**src/rtl/loop_controller_if.sv**
```systemverilog
// Execute-stage to loop-controller bus.
// The master presents bracket opcodes. The slave returns the handshake, the PC redirect and status.
interface loop_controller_if #(
  parameter int IA_WIDTH = 12,
  parameter int SP_WIDTH = 4
);
  logic                op_valid;
  logic                op_ready;
  logic                op_open;
  logic                op_close;
  logic [IA_WIDTH-1:0] op_pc;
  logic                zero;
  logic                pc_load;
  logic [IA_WIDTH-1:0] pc_target;
  logic                flush;
  logic                skip;
  logic [SP_WIDTH:0]   level;
  logic                err;

  modport master (
    output op_valid, op_open, op_close, op_pc, zero,
    input  op_ready, pc_load, pc_target, flush, skip, level, err
  );

  modport slave (
    input  op_valid, op_open, op_close, op_pc, zero,
    output op_ready, pc_load, pc_target, flush, skip, level, err
  );
endinterface

```
**src/rtl/loop_controller.sv**
```systemverilog
// Bracket sequencer: keeps a return-address stack of open loops.
// It redirects the PC on a ']' whose cell is non-zero, and skips forward on a '[' whose cell is zero.
module loop_controller #(
  parameter int IA_WIDTH    = 12,
  parameter int STACK_DEPTH = 16,
  parameter int SP_WIDTH    = 4
) (
  input  logic              clk,
  input  logic              reset,
  loop_controller_if.slave  bus
);
  typedef enum logic [1:0] {RUN, JUMP, SKIP, HALT} state_e;

  localparam logic [SP_WIDTH:0] FULL = (SP_WIDTH+1)'(STACK_DEPTH);

  state_e              state_q, state_d;
  logic [SP_WIDTH:0]   level_q, level_d;
  logic [IA_WIDTH-1:0] depth_q, depth_d;
  logic [IA_WIDTH-1:0] pc_target_q, pc_target_d;
  logic                err_q, err_d;
  logic [IA_WIDTH-1:0] stack_q [STACK_DEPTH];

  logic                push;
  logic                fire, is_open, is_close;
  logic [SP_WIDTH-1:0] wr_idx, top_idx;

  // Both flags set at once decode as an ordinary opcode.
  assign is_open  = bus.op_open  & ~bus.op_close;
  assign is_close = bus.op_close & ~bus.op_open;
  assign fire     = bus.op_valid & bus.op_ready;
  assign wr_idx   = level_q[SP_WIDTH-1:0];
  assign top_idx  = SP_WIDTH'(level_q - 1'b1);

  assign bus.op_ready  = (state_q == RUN) || (state_q == SKIP);
  assign bus.pc_load   = (state_q == JUMP);
  assign bus.flush     = (state_q == JUMP);
  assign bus.skip      = (state_q == SKIP);
  assign bus.pc_target = pc_target_q;
  assign bus.level     = level_q;
  assign bus.err       = err_q;

  always_comb begin
    state_d     = state_q;
    level_d     = level_q;
    depth_d     = depth_q;
    pc_target_d = pc_target_q;
    err_d       = err_q;
    push        = 1'b0;
    case (state_q)
      RUN: if (fire) begin
        if (is_open) begin
          if (bus.zero) begin
            depth_d = IA_WIDTH'(1);
            state_d = SKIP;
          end else if (level_q == FULL) begin
            err_d   = 1'b1;
            state_d = HALT;
          end else begin
            push    = 1'b1;
            level_d = level_q + 1'b1;
          end
        end else if (is_close) begin
          if (level_q == '0) begin
            err_d   = 1'b1;
            state_d = HALT;
          end else if (!bus.zero) begin
            // The loop stays open; the re-executed '[' is skipped by targeting top+1.
            pc_target_d = stack_q[top_idx] + 1'b1;
            state_d     = JUMP;
          end else begin
            level_d = level_q - 1'b1;
          end
        end
      end
      JUMP: state_d = RUN;
      SKIP: if (fire) begin
        if (is_open) begin
          depth_d = depth_q + 1'b1;
        end else if (is_close) begin
          depth_d = depth_q - 1'b1;
          if (depth_q == IA_WIDTH'(1)) state_d = RUN;
        end
      end
      default: ;
    endcase
  end

  always_ff @(posedge clk or posedge reset) begin
    if (reset) begin
      state_q     <= RUN;
      level_q     <= '0;
      depth_q     <= '0;
      pc_target_q <= '0;
      err_q       <= 1'b0;
    end else begin
      state_q     <= state_d;
      level_q     <= level_d;
      depth_q     <= depth_d;
      pc_target_q <= pc_target_d;
      err_q       <= err_d;
    end
  end

  always_ff @(posedge clk or posedge reset) begin
    if (reset) begin
      for (int i = 0; i < STACK_DEPTH; i++) stack_q[i] <= '0;
    end else if (push) begin
      stack_q[wr_idx] <= bus.op_pc;
    end
  end
endmodule

```
**src/flat_wrapper.sv**
```systemverilog
// flat-port wrapper written by rule: the top's interface ports become plain ports
module loop_controller_flat 
#(
  parameter int IA_WIDTH    = 12,
  parameter int STACK_DEPTH = 16,
  parameter int SP_WIDTH    = 4
)
  (clk, reset, bus_op_valid, bus_op_open, bus_op_close, bus_op_pc, bus_zero, bus_op_ready, bus_pc_load, bus_pc_target, bus_flush, bus_skip, bus_level, bus_err);
  loop_controller_if #(.IA_WIDTH(IA_WIDTH), .SP_WIDTH(SP_WIDTH)) bus_i ();
  input  logic clk;
  input  logic reset;
  input wire logic [$bits(bus_i.op_valid)-1:0] bus_op_valid;
  input wire logic [$bits(bus_i.op_open)-1:0] bus_op_open;
  input wire logic [$bits(bus_i.op_close)-1:0] bus_op_close;
  input wire logic [$bits(bus_i.op_pc)-1:0] bus_op_pc;
  input wire logic [$bits(bus_i.zero)-1:0] bus_zero;
  output wire logic [$bits(bus_i.op_ready)-1:0] bus_op_ready;
  output wire logic [$bits(bus_i.pc_load)-1:0] bus_pc_load;
  output wire logic [$bits(bus_i.pc_target)-1:0] bus_pc_target;
  output wire logic [$bits(bus_i.flush)-1:0] bus_flush;
  output wire logic [$bits(bus_i.skip)-1:0] bus_skip;
  output wire logic [$bits(bus_i.level)-1:0] bus_level;
  output wire logic [$bits(bus_i.err)-1:0] bus_err;
  assign bus_i.op_valid = bus_op_valid;
  assign bus_i.op_open = bus_op_open;
  assign bus_i.op_close = bus_op_close;
  assign bus_i.op_pc = bus_op_pc;
  assign bus_i.zero = bus_zero;
  assign bus_op_ready = bus_i.op_ready;
  assign bus_pc_load = bus_i.pc_load;
  assign bus_pc_target = bus_i.pc_target;
  assign bus_flush = bus_i.flush;
  assign bus_skip = bus_i.skip;
  assign bus_level = bus_i.level;
  assign bus_err = bus_i.err;
  loop_controller #(.IA_WIDTH(IA_WIDTH), .STACK_DEPTH(STACK_DEPTH), .SP_WIDTH(SP_WIDTH)) u_core (.clk(clk), .reset(reset), .bus(bus_i));
endmodule
```
**config.mk**
```make
export PLATFORM = sky130hd
export DESIGN_NAME = loop_controller_flat
export DESIGN_NICKNAME = d
export VERILOG_FILES = /design/src/rtl/loop_controller_if.sv /design/src/rtl/loop_controller.sv /design/src/flat_wrapper.sv
export SDC_FILE = /design/constraint.sdc
export NUM_CORES = 1
export LEC_CHECK = 0
export CORE_ASPECT_RATIO = 0.6
export CORE_MARGIN = 2
export CORE_UTILIZATION = 35
export DETAILED_ROUTE_END_ITERATION = 10
export SLEW_MARGIN = 15
export SYNTH_ARGS = -nofsm -noshare
export SYNTH_HDL_FRONTEND = slang
export SYNTH_SLANG_ARGS = --single-unit
```
**constraint.sdc**
```tcl
create_clock -name clk -period 7.9 [get_ports clk]
set_input_delay 1.185 -clock clk [delete_from_list [all_inputs] [get_ports clk]]
set_output_delay 1.185 -clock clk [all_outputs]
set_load 0.02 [all_outputs]
```
# Word-level counts from Yosys, hierarchy flattened
# Cells that the tools add are included.
dict set report totals {
  register_bits 224
  inputBits 18
  output_inout_bits 22
  elab_cells 113
}
dict set report op_classes {
  order_cmp 3
  bitwise_logic 10
  muxes 41
  add_sub_neg 5
  eq_ne 19
  n_reduce_logical 14
}
# operator n
set ops {}
lappend ops {{192-bit bitwise mux} 1}
lappend ops {{12-bit two-way mux} 9}
lappend ops {{12-bit binary-select mux with 4-bit select} 1}
lappend ops {{12-bit demux with 4-bit select} 1}
lappend ops {{5-bit two-way mux} 6}
lappend ops {{12-bit by 1-bit adder with 12-bit output (second input constant)} 2}
lappend ops {{12-bit case mux with 2 select lines} 1}
lappend ops {{2-bit two-way mux} 11}
lappend ops {{6-bit AND reduction} 3}
lappend ops {{12-bit by 1-bit == test with 1-bit output (second input constant)} 1}
lappend ops {{2-bit by 1-bit inequality test with 1-bit output (second input constant)} 6}
lappend ops {{12-bit by 1-bit subtractor with 12-bit output (second input constant)} 1}
lappend ops {{5-bit greater-or-equal comparator (second input constant)} 2}
lappend ops {{1-bit two-way mux} 10}
lappend ops {{2-bit inequality test (second input constant)} 5}
lappend ops {{4-bit inverter with 5-bit output} 2}
lappend ops {{9-bit AND reduction} 1}
lappend ops {{2-bit nonzero test} 4}
lappend ops {{7-bit AND reduction} 1}
lappend ops {{3-bit by 1-bit inequality test with 1-bit output (second input constant)} 2}
lappend ops {{2-bit case mux with 3 select lines} 1}
lappend ops {{5-bit by 1-bit adder with 5-bit output (second input constant)} 1}
lappend ops {{5-bit == test (second input constant)} 1}
lappend ops {{5-bit zero test} 1}
lappend ops {{other kinds (12)} 18}

# Depth between registers and ports, before layout
# Gate-level depths: netlist (run 1).
dict set report logic_depth {
  ltp_word 6
  ltp_mapped 13
  ltp_nobuf 9
}

# Worst setup path after synthesis (run 1)
# OpenSTA, ideal clock, no wires.
dict set report synth_timing {
  path_kind {register to register}
  startpoint {register u_core.level_q[0] (netlist: u_core.bus.level[0])}
  endpoint {register u_core.pc_target_q[11] (netlist: u_core.bus.pc_target[11])}
  path_buffers 4
  required_time_ns 7.818
  setup_ns 0.082
  arrival_ns 3.373
  stages_incl_launch_ff 11
  slack_ns 4.445
  cell_sequence {dfrtp_1 > buf_2 > inv_2 > ha_1 > buf_2 > buf_2 > buf_2 > mux4_2 > mux4_2 > or4_1 > a31oi_1}
}
dict set report synth_between {
  elab_chain_cells 6
}
# element line_no
set synth_rtl {}
lappend synth_rtl {{from (decl)} loop_controller.sv:17} ;# logic [SP_WIDTH:0] level_q, level_d;
lappend synth_rtl {{from (signal assigned)} loop_controller.sv:97} ;# level_q <= level_d;
lappend synth_rtl {{5-bit by 1-bit subtractor with 5-bit output} loop_controller.sv:32} ;# assign top_idx = SP_WIDTH'(level_q - 1'b1);
lappend synth_rtl {{via u_core.top_idx[0]} loop_controller.sv:25} ;# logic [SP_WIDTH-1:0] wr_idx, top_idx;
lappend synth_rtl {{4-bit inverter with 5-bit output (not written as such)} loop_controller.sv:68} ;# pc_target_d = stack_q[top_idx] + 1'b1;
lappend synth_rtl {{12-bit binary-select mux with 4-bit select} loop_controller.sv:68}
lappend synth_rtl {{12-bit two-way mux (not written as such) (2 in a row)} loop_controller.sv:68}
lappend synth_rtl {{12-bit by 1-bit adder with 12-bit output} loop_controller.sv:68}
lappend synth_rtl {{to (signal assigned)} loop_controller.sv:99} ;# pc_target_q <= pc_target_d;
lappend synth_rtl {{to (decl)} loop_controller.sv:19} ;# logic [IA_WIDTH-1:0] pc_target_q, pc_target_d;
# The timed path passes the listed nets, and every way through them passes these cells. The select of a mux whose other input is x is not followed.
# A chain may end at the register's enable or synchronous reset.

# Worst setup path after layout (run 1)
dict set report layout_timing {
  startpoint {register u_core.level_q[0] (netlist: u_core.bus.level[0])}
  endpoint {register u_core.pc_target_q[6] (netlist: u_core.bus.pc_target[6])}
}
# The elaborated chain is that of the path after synthesis.

==> metrics.cfg, run 1 <==
[status]
status = finished, final reports clean

[pwr]
irDropWorstVdd_v = 0.0001703
power_density_nw_per_um2 = 327.9
power_leakage_nw = 5.830

[placement]
dp_slack_ns = 3.289
gp_congestion = 0.8297
io_buffers = 39
dp_hpwl_um = 17550

[floorplan]
die-width_um = 233.5
initial_utilization_pct = 35.51
core_area_um2 = 31150
row_count = 50
ioPinCount = 40
dieArea_um2 = 33100
die_y_um = 141.7

[clock_tree]
cts_sinks = 224
tritoncts = yes
root_buffer = clkbuf_16
htreeDepth = 1
cts_buffer_depth = 3
cts_buffers = 22
cts_resized = 0
cts_hold_buf = 0
clock_latency_ns = 0.52
cts_post_setup_buffers_inserted = 0
cts.clk_slew.worst_paths_ns = 0.06

[setup_path]
crit_type = reg -> reg
path_max_fanout = 32
reg2regPathDepth = 9
cp-start-kind = flop
crit_path_end_kind = flop
cp.required_ns = 8.31
worstPathArrival_ns = 4.99

[finish]
n_antenna_cell = 0
seq_area_um2 = 5607
synthToLayoutAreaGrowth_pct = 13.82
fin_nets = 877
drive_above_1_share_pct = 35.04
multi_input_area_um2 = 5194
fillers = 2916

[timing]
setup_viol = 0
tns_ns = 0
final-hold-violation-count = 0
grt_setup_unrepaired = false
fin_skew_ns = 0.01107
fin_ws_ns = 3.318
max_freq_ghz = 0.2183
report.final.slew_viol_count = 0
relSlewSlack_pct = 25.10
tightest_slew_ns = 1.115
period_share_pct = 58.00
min_period_ns = 4.582

[routing]
wl_met1_um = 13900
routed_wirelength_um = 27860
drtIter0Drc = 569
vias = 6905
dr_wl_met3_um = 1675
drc = 0
wl_per_cell_um = 21.85
ant_nets = 0
top_layer = met4
first_pass_iters = 4
via_per_inst = 5.416
routed-wl-met2_um = 11620

[job]
cap_violations = 0

[global_routing]
grt_max_degree = 139
overflow = 0
grt_pass1_vias = 6864
grt_usage_pct = 17.27
antenna_found_initial = 0
grt_pass1_wl_um = 43190

[hold_path]
hold_depth = 2
hold_path_class = reg -> reg

[synthesis]
ys_types = 55
syn_nets = 862
yosys-top-cells-area = dfrtp_1 51%, mux2_2 20%, mux4_2 10%
synth_top_cell_by_area = dfrtp_1
syn_inst = 829
synth_area_um2 = 11060
synth_area_per_cell_um2 = 13.35
synth-main-ff-cell = dfrtp_1
async_flop_share_pct = 100.0
ys.warnings.count = 0
synth_enable_flop_cells = 0
yosysSeqAreaShare_pct = 50.66
ys_ff_latch = 224
netlist.area_leader.share_pct = 50.66

-- cells in the mapped netlist, types with 3 or more instances --
master and instances:
nand2_1 58, mux2i_1 18, nor2_1 32, clkbuf_1 34
nand3_1 20, o211ai_1 5, or4_1 6, dfrtp_1 224
nand2b_1 5, xor2_1 13, a22o_1 4, a21o_1 3
ha_1 15, buf_4 6, nand4_1 4, mux4_2 49
nor3_1 10, buf_2 10, inv_1 12, o21ai_0 20
a31oi_1 8, a21oi_1 9, and2_1 7, nor2b_1 3
mux2_2 195, and3_1 7, o31ai_1 5, buf_1 8
xnor2_1 6
-- worst max-delay path, cell delays in order, from the launching register on --
cell,delay (ns)
dfrtp_2,0.87
inv_2,0.30
ha_2,0.80
buf_4,0.53
mux4_2,0.57
mux4_2,0.54
ha_1,0.32
o211ai_1,0.14
xor2_1,0.09
mux2_2,0.27
-- power breakdown --
| part | total, mW | switching, mW | internal, mW |
|---|---|---|---|
| Sequential | 1.54 | 0.208 | 1.33 |
| Clock | 1.11 | 0.455 | 0.654 |
| Combinational | 1.48 | 0.807 | 0.677 |
| Total | 4.13 | 1.47 | 2.66 |
-- sequential cells by signal, indices dropped and copies added (netlist names) --
name,flops
u_core.stack_q,192
u_core.bus.pc_target,12
u_core.depth_q,12
u_core.bus.level,5
u_core.state_q,2
u_core.bus.err,1
-- stage by stage --
stage | hold WS, ns | total power, mW | area, um^2 | utilization (%) | instances
2_1_floorplan | 0.4738 | 2.583 | 11060 | - | 829
5_1_grt | 0.5091 | 4.356 | 12590 | 40.42 | 1275
4_1_cts | 0.4783 | 4.165 | 12580 | 40.39 | 1275
3_5_place_dp | 0.4621 | 3.046 | 11830 | 37.98 | 1236
6_report | 0.4726 | 4.129 | 12590 | 40.42 | 1275
3_3_place_gp | 0.4706 | 3.036 | 11830 | 37.98 | 1236
-- cells in the final DEF, fill, tap and decap left out, types with 3 or more instances in the layout --
cell type,instances
and2_1,7
nand3_1,20
clkbuf_16,23
xnor2_1,6
a21o_1,3
o21ai_0,20
clkbuf_8,6
mux2_2,195
nand2b_1,5
or4_1,6
clkbuf_1,6
inv_1,11
ha_1,14
nand2_1,58
nor2_1,32
o31ai_1,5
o211ai_1,5
mux4_2,49
buf_4,10
clkdlybuf4s50_1,39
a31oi_1,8
nor3_1,10
a22o_1,4
nand4_1,4
a21oi_1,9
mux2i_1,18
and3_1,7
xor2_1,12
nor2b_1,3
dfrtp_1,223
-- logic make-up (layout without fill, tap and decap cells) --
kind of cell	Yosys count	in the layout	synth area share (%)
AOI/OAI and AO/OA	71	71	4.444
and+or+nand+nor	164	164	7.124
DFF	224	224	50.66
adders and majority gates	15	15	1.696
buffers and inverters	71	101	2.725
muxes	263	263	31.55
xor gates and xnor gates	21	21	1.798
-- final timing paths --
path / from / end / slack (ns)
max reg2reg: u_core.bus.level[0]$_DFFE_PP0P_ / u_core.bus.pc_target[6]$_DFFE_PP0P_ / 3.32
max: u_core.bus.level[0]$_DFFE_PP0P_ / u_core.bus.pc_target[6]$_DFFE_PP0P_ / 3.32
max in group asynchronous: reset / u_core.bus.level[0]$_DFFE_PP0P_ / 5.34
min: u_core.bus.err$_DFFE_PP0P_ / u_core.bus.err$_DFFE_PP0P_ / 0.47
min in group asynchronous: reset / u_core.stack_q[61]$_DFFE_PP0P_ / 1.28
min reg2reg: u_core.bus.err$_DFFE_PP0P_ / u_core.bus.err$_DFFE_PP0P_ / 0.47
-- per-layer routing --
metal | up-vias | global-route usage, %
met5 | - | 0
met2 | 157 | 24.00
met1 | 3634 | 27.07
li1 | 3074 | -
met3 | 40 | 3.617
met4 | 0 | 4.264
-- layout make-up --
type                    count  area share (%)
repair buffers             49           3.696
clock inverters             4          0.5564
flip-flops and latches    224           44.52
inverters                  13          0.4471
clock buffers              35           5.405
well taps                 416           4.133
multi-input cells         534           41.24
Power figures use the tool's default switching activity.
==> run 2: changes to the inputs <==
clock period = 4 ns   (was 7.9 ns; I/O delays follow)
==> metrics.cfg, run 2 (synthesis results as in run 1) <==
[hold_path]
hold_path_class = reg -> reg
min_from = u_core.bus.err$_DFFE_PP0P_
hold_depth = 2
min_to = u_core.bus.err$_DFFE_PP0P_

[global_routing]
grt_usage_pct = 17.46
grt_pass1_vias = 7024
antenna_found_initial = 0
overflow = 0
grt_pass1_wl_um = 43700
grt_max_degree = 58

[finish]
final-instance-count-excl-fill = 1289
largest_register_ffs = 192
final_common_cell = dfrtp_1
regMostFlops = u_core.stack_q
layout_common_cells = 223 x dfrtp_1, 195 x mux2_2, 58 x nand2_1
n_antenna_cell = 0
synthToLayoutAreaGrowth_pct = 15.14
fin_nets = 894
drive_above_1_share_pct = 36.66

[pwr]
irDropWorstVdd_v = 0.0004203
swShare_pct = 35.83
switchingPower_mw = 2.937
p_comb_share_pct = 37.8
power_leakage_nw = 5.905
power_density_nw_per_um2 = 643.5
clockPowerShare_pct = 26.1
internal_power_mw = 5.261
sequentialPowerShare_pct = 36.2

[clock_tree]
cts_sinks = 224
cts_buffer_depth = 3
root_buffer = clkbuf_16
tritoncts = yes
htreeDepth = 1
cts_hold_buf = 0
cts.clk_slew.worst_paths_ns = 0.07
cts_post_setup_buffers_inserted = 0
cts_resized = 0
clock_latency_ns = 0.52
cts_buffers = 22

[timing]
relSlewSlack_pct = 29.79
setup_viol = 0
max_freq_ghz = 0.2973
min_period_ns = 3.363
fin_ws_ns = 0.6367
final-hold-violation-count = 0
fin_skew_ns = 0.02022
grt_setup_unrepaired = false
report.final.slew_viol_count = 0
tns_ns = 0
period_share_pct = 84.08
tightest_slew_ns = 1.046

[placement]
dp_slack_ns = 0.6436
io_buffers = 39
place_inst = 1253
dp_hpwl_um = 18580
gp_congestion = 0.8054

[floorplan]
die_y_um = 141.7
core_area_um2 = 31150
row_count = 50
dieArea_um2 = 33100
ioPinCount = 40
die-width_um = 233.5
initial_utilization_pct = 35.51

[routing]
via_per_inst = 5.441
ant_nets = 0
drtIter0Drc = 509
wl_per_cell_um = 21.76
vias = 7014
first_pass_iters = 5
routed_wirelength_um = 28050
drc = 0

[setup_path]
worstPathArrival_ns = 3.81
crit_type = reg -> reg
cp.required_ns = 4.44
crit_path_end_kind = flop
cp-start-kind = flop
ff2ff_setup_slack_ns = 0.64
reg2regPathDepth = 10
path_max_fanout = 13
r2r-end = u_core.bus.pc_target[10]$_DFFE_PP0P_
regToRegStartpoint = u_core.bus.level[1]$_DFFE_PP0P_
startpoint = u_core.bus.level[1]$_DFFE_PP0P_

[job]
cap_violations = 0

[status]
status = finished, final reports clean

[run 2: stage by stage]
step	instance area [um^2]	util, %	hold WS [ns]	total power, mW
4_1_cts	12740	40.89	0.4822	8.261
3_3_place_gp	12010	38.54	0.4624	6.047
6_report	12740	40.89	0.4723	8.198
2_1_floorplan	11070	-	0.4738	5.102
5_1_grt	12740	40.89	0.5082	8.646
3_5_place_dp	12010	38.54	0.4622	6.095
[run 2: layout make-up]
cell class                      count  area (um^2)
Tap cell                          416        520.5
Multi-Input combinational cell    534         5185
Sequential cell                   224         5607
Fill cell                        2898        18420
Timing Repair Buffer               66        643.1
Clock buffer                       28        634.4
Inverter                           13        52.55
Clock inverter                      8        97.59
[run 2: layer usage]
layer / track usage [%] / share of wire (%) / vias up
li1: - / - / 3095
met1: 26.72 / 49 / 3683
met2: 24.90 / 43 / 202
met3: 4.281 / 6.7 / 34
met4: 3.598 / 1.8 / 0
met5: 0 / 0 / -
[run 2: worst max path at each step]
stage | end
after global placement | u_core.bus.pc_target[10]$_DFFE_PP0P_
final | u_core.bus.pc_target[10]$_DFFE_PP0P_
after detailed placement | u_core.bus.pc_target[10]$_DFFE_PP0P_
after global routing | u_core.bus.pc_target[9]$_DFFE_PP0P_
after floorplan | u_core.bus.err$_DFFE_PP0P_
after CTS | u_core.bus.pc_target[10]$_DFFE_PP0P_
[run 2: worst max-delay path, cell delays in order (launching register included)]
cell and delay (ns):
dfrtp_1 0.47, inv_1 0.12, ha_2 0.63, buf_4 0.34
mux4_2 0.24, nand2_1 0.05, and3_1 0.17, a31oi_1 0.32
nand3b_1 0.23, or4_1 0.54, a31oi_1 0.18
[run 2: power groups by stage]
stage	Clock (mW)	Sequential, mW	Combinational (mW)
finish	2.14	2.96	3.09
global route	2.29	3.01	3.35
floorplan	0	2.93	2.17
CTS	2.19	2.96	3.11
detailed placement	0	3.00	3.09
global placement	0	3.00	3.05
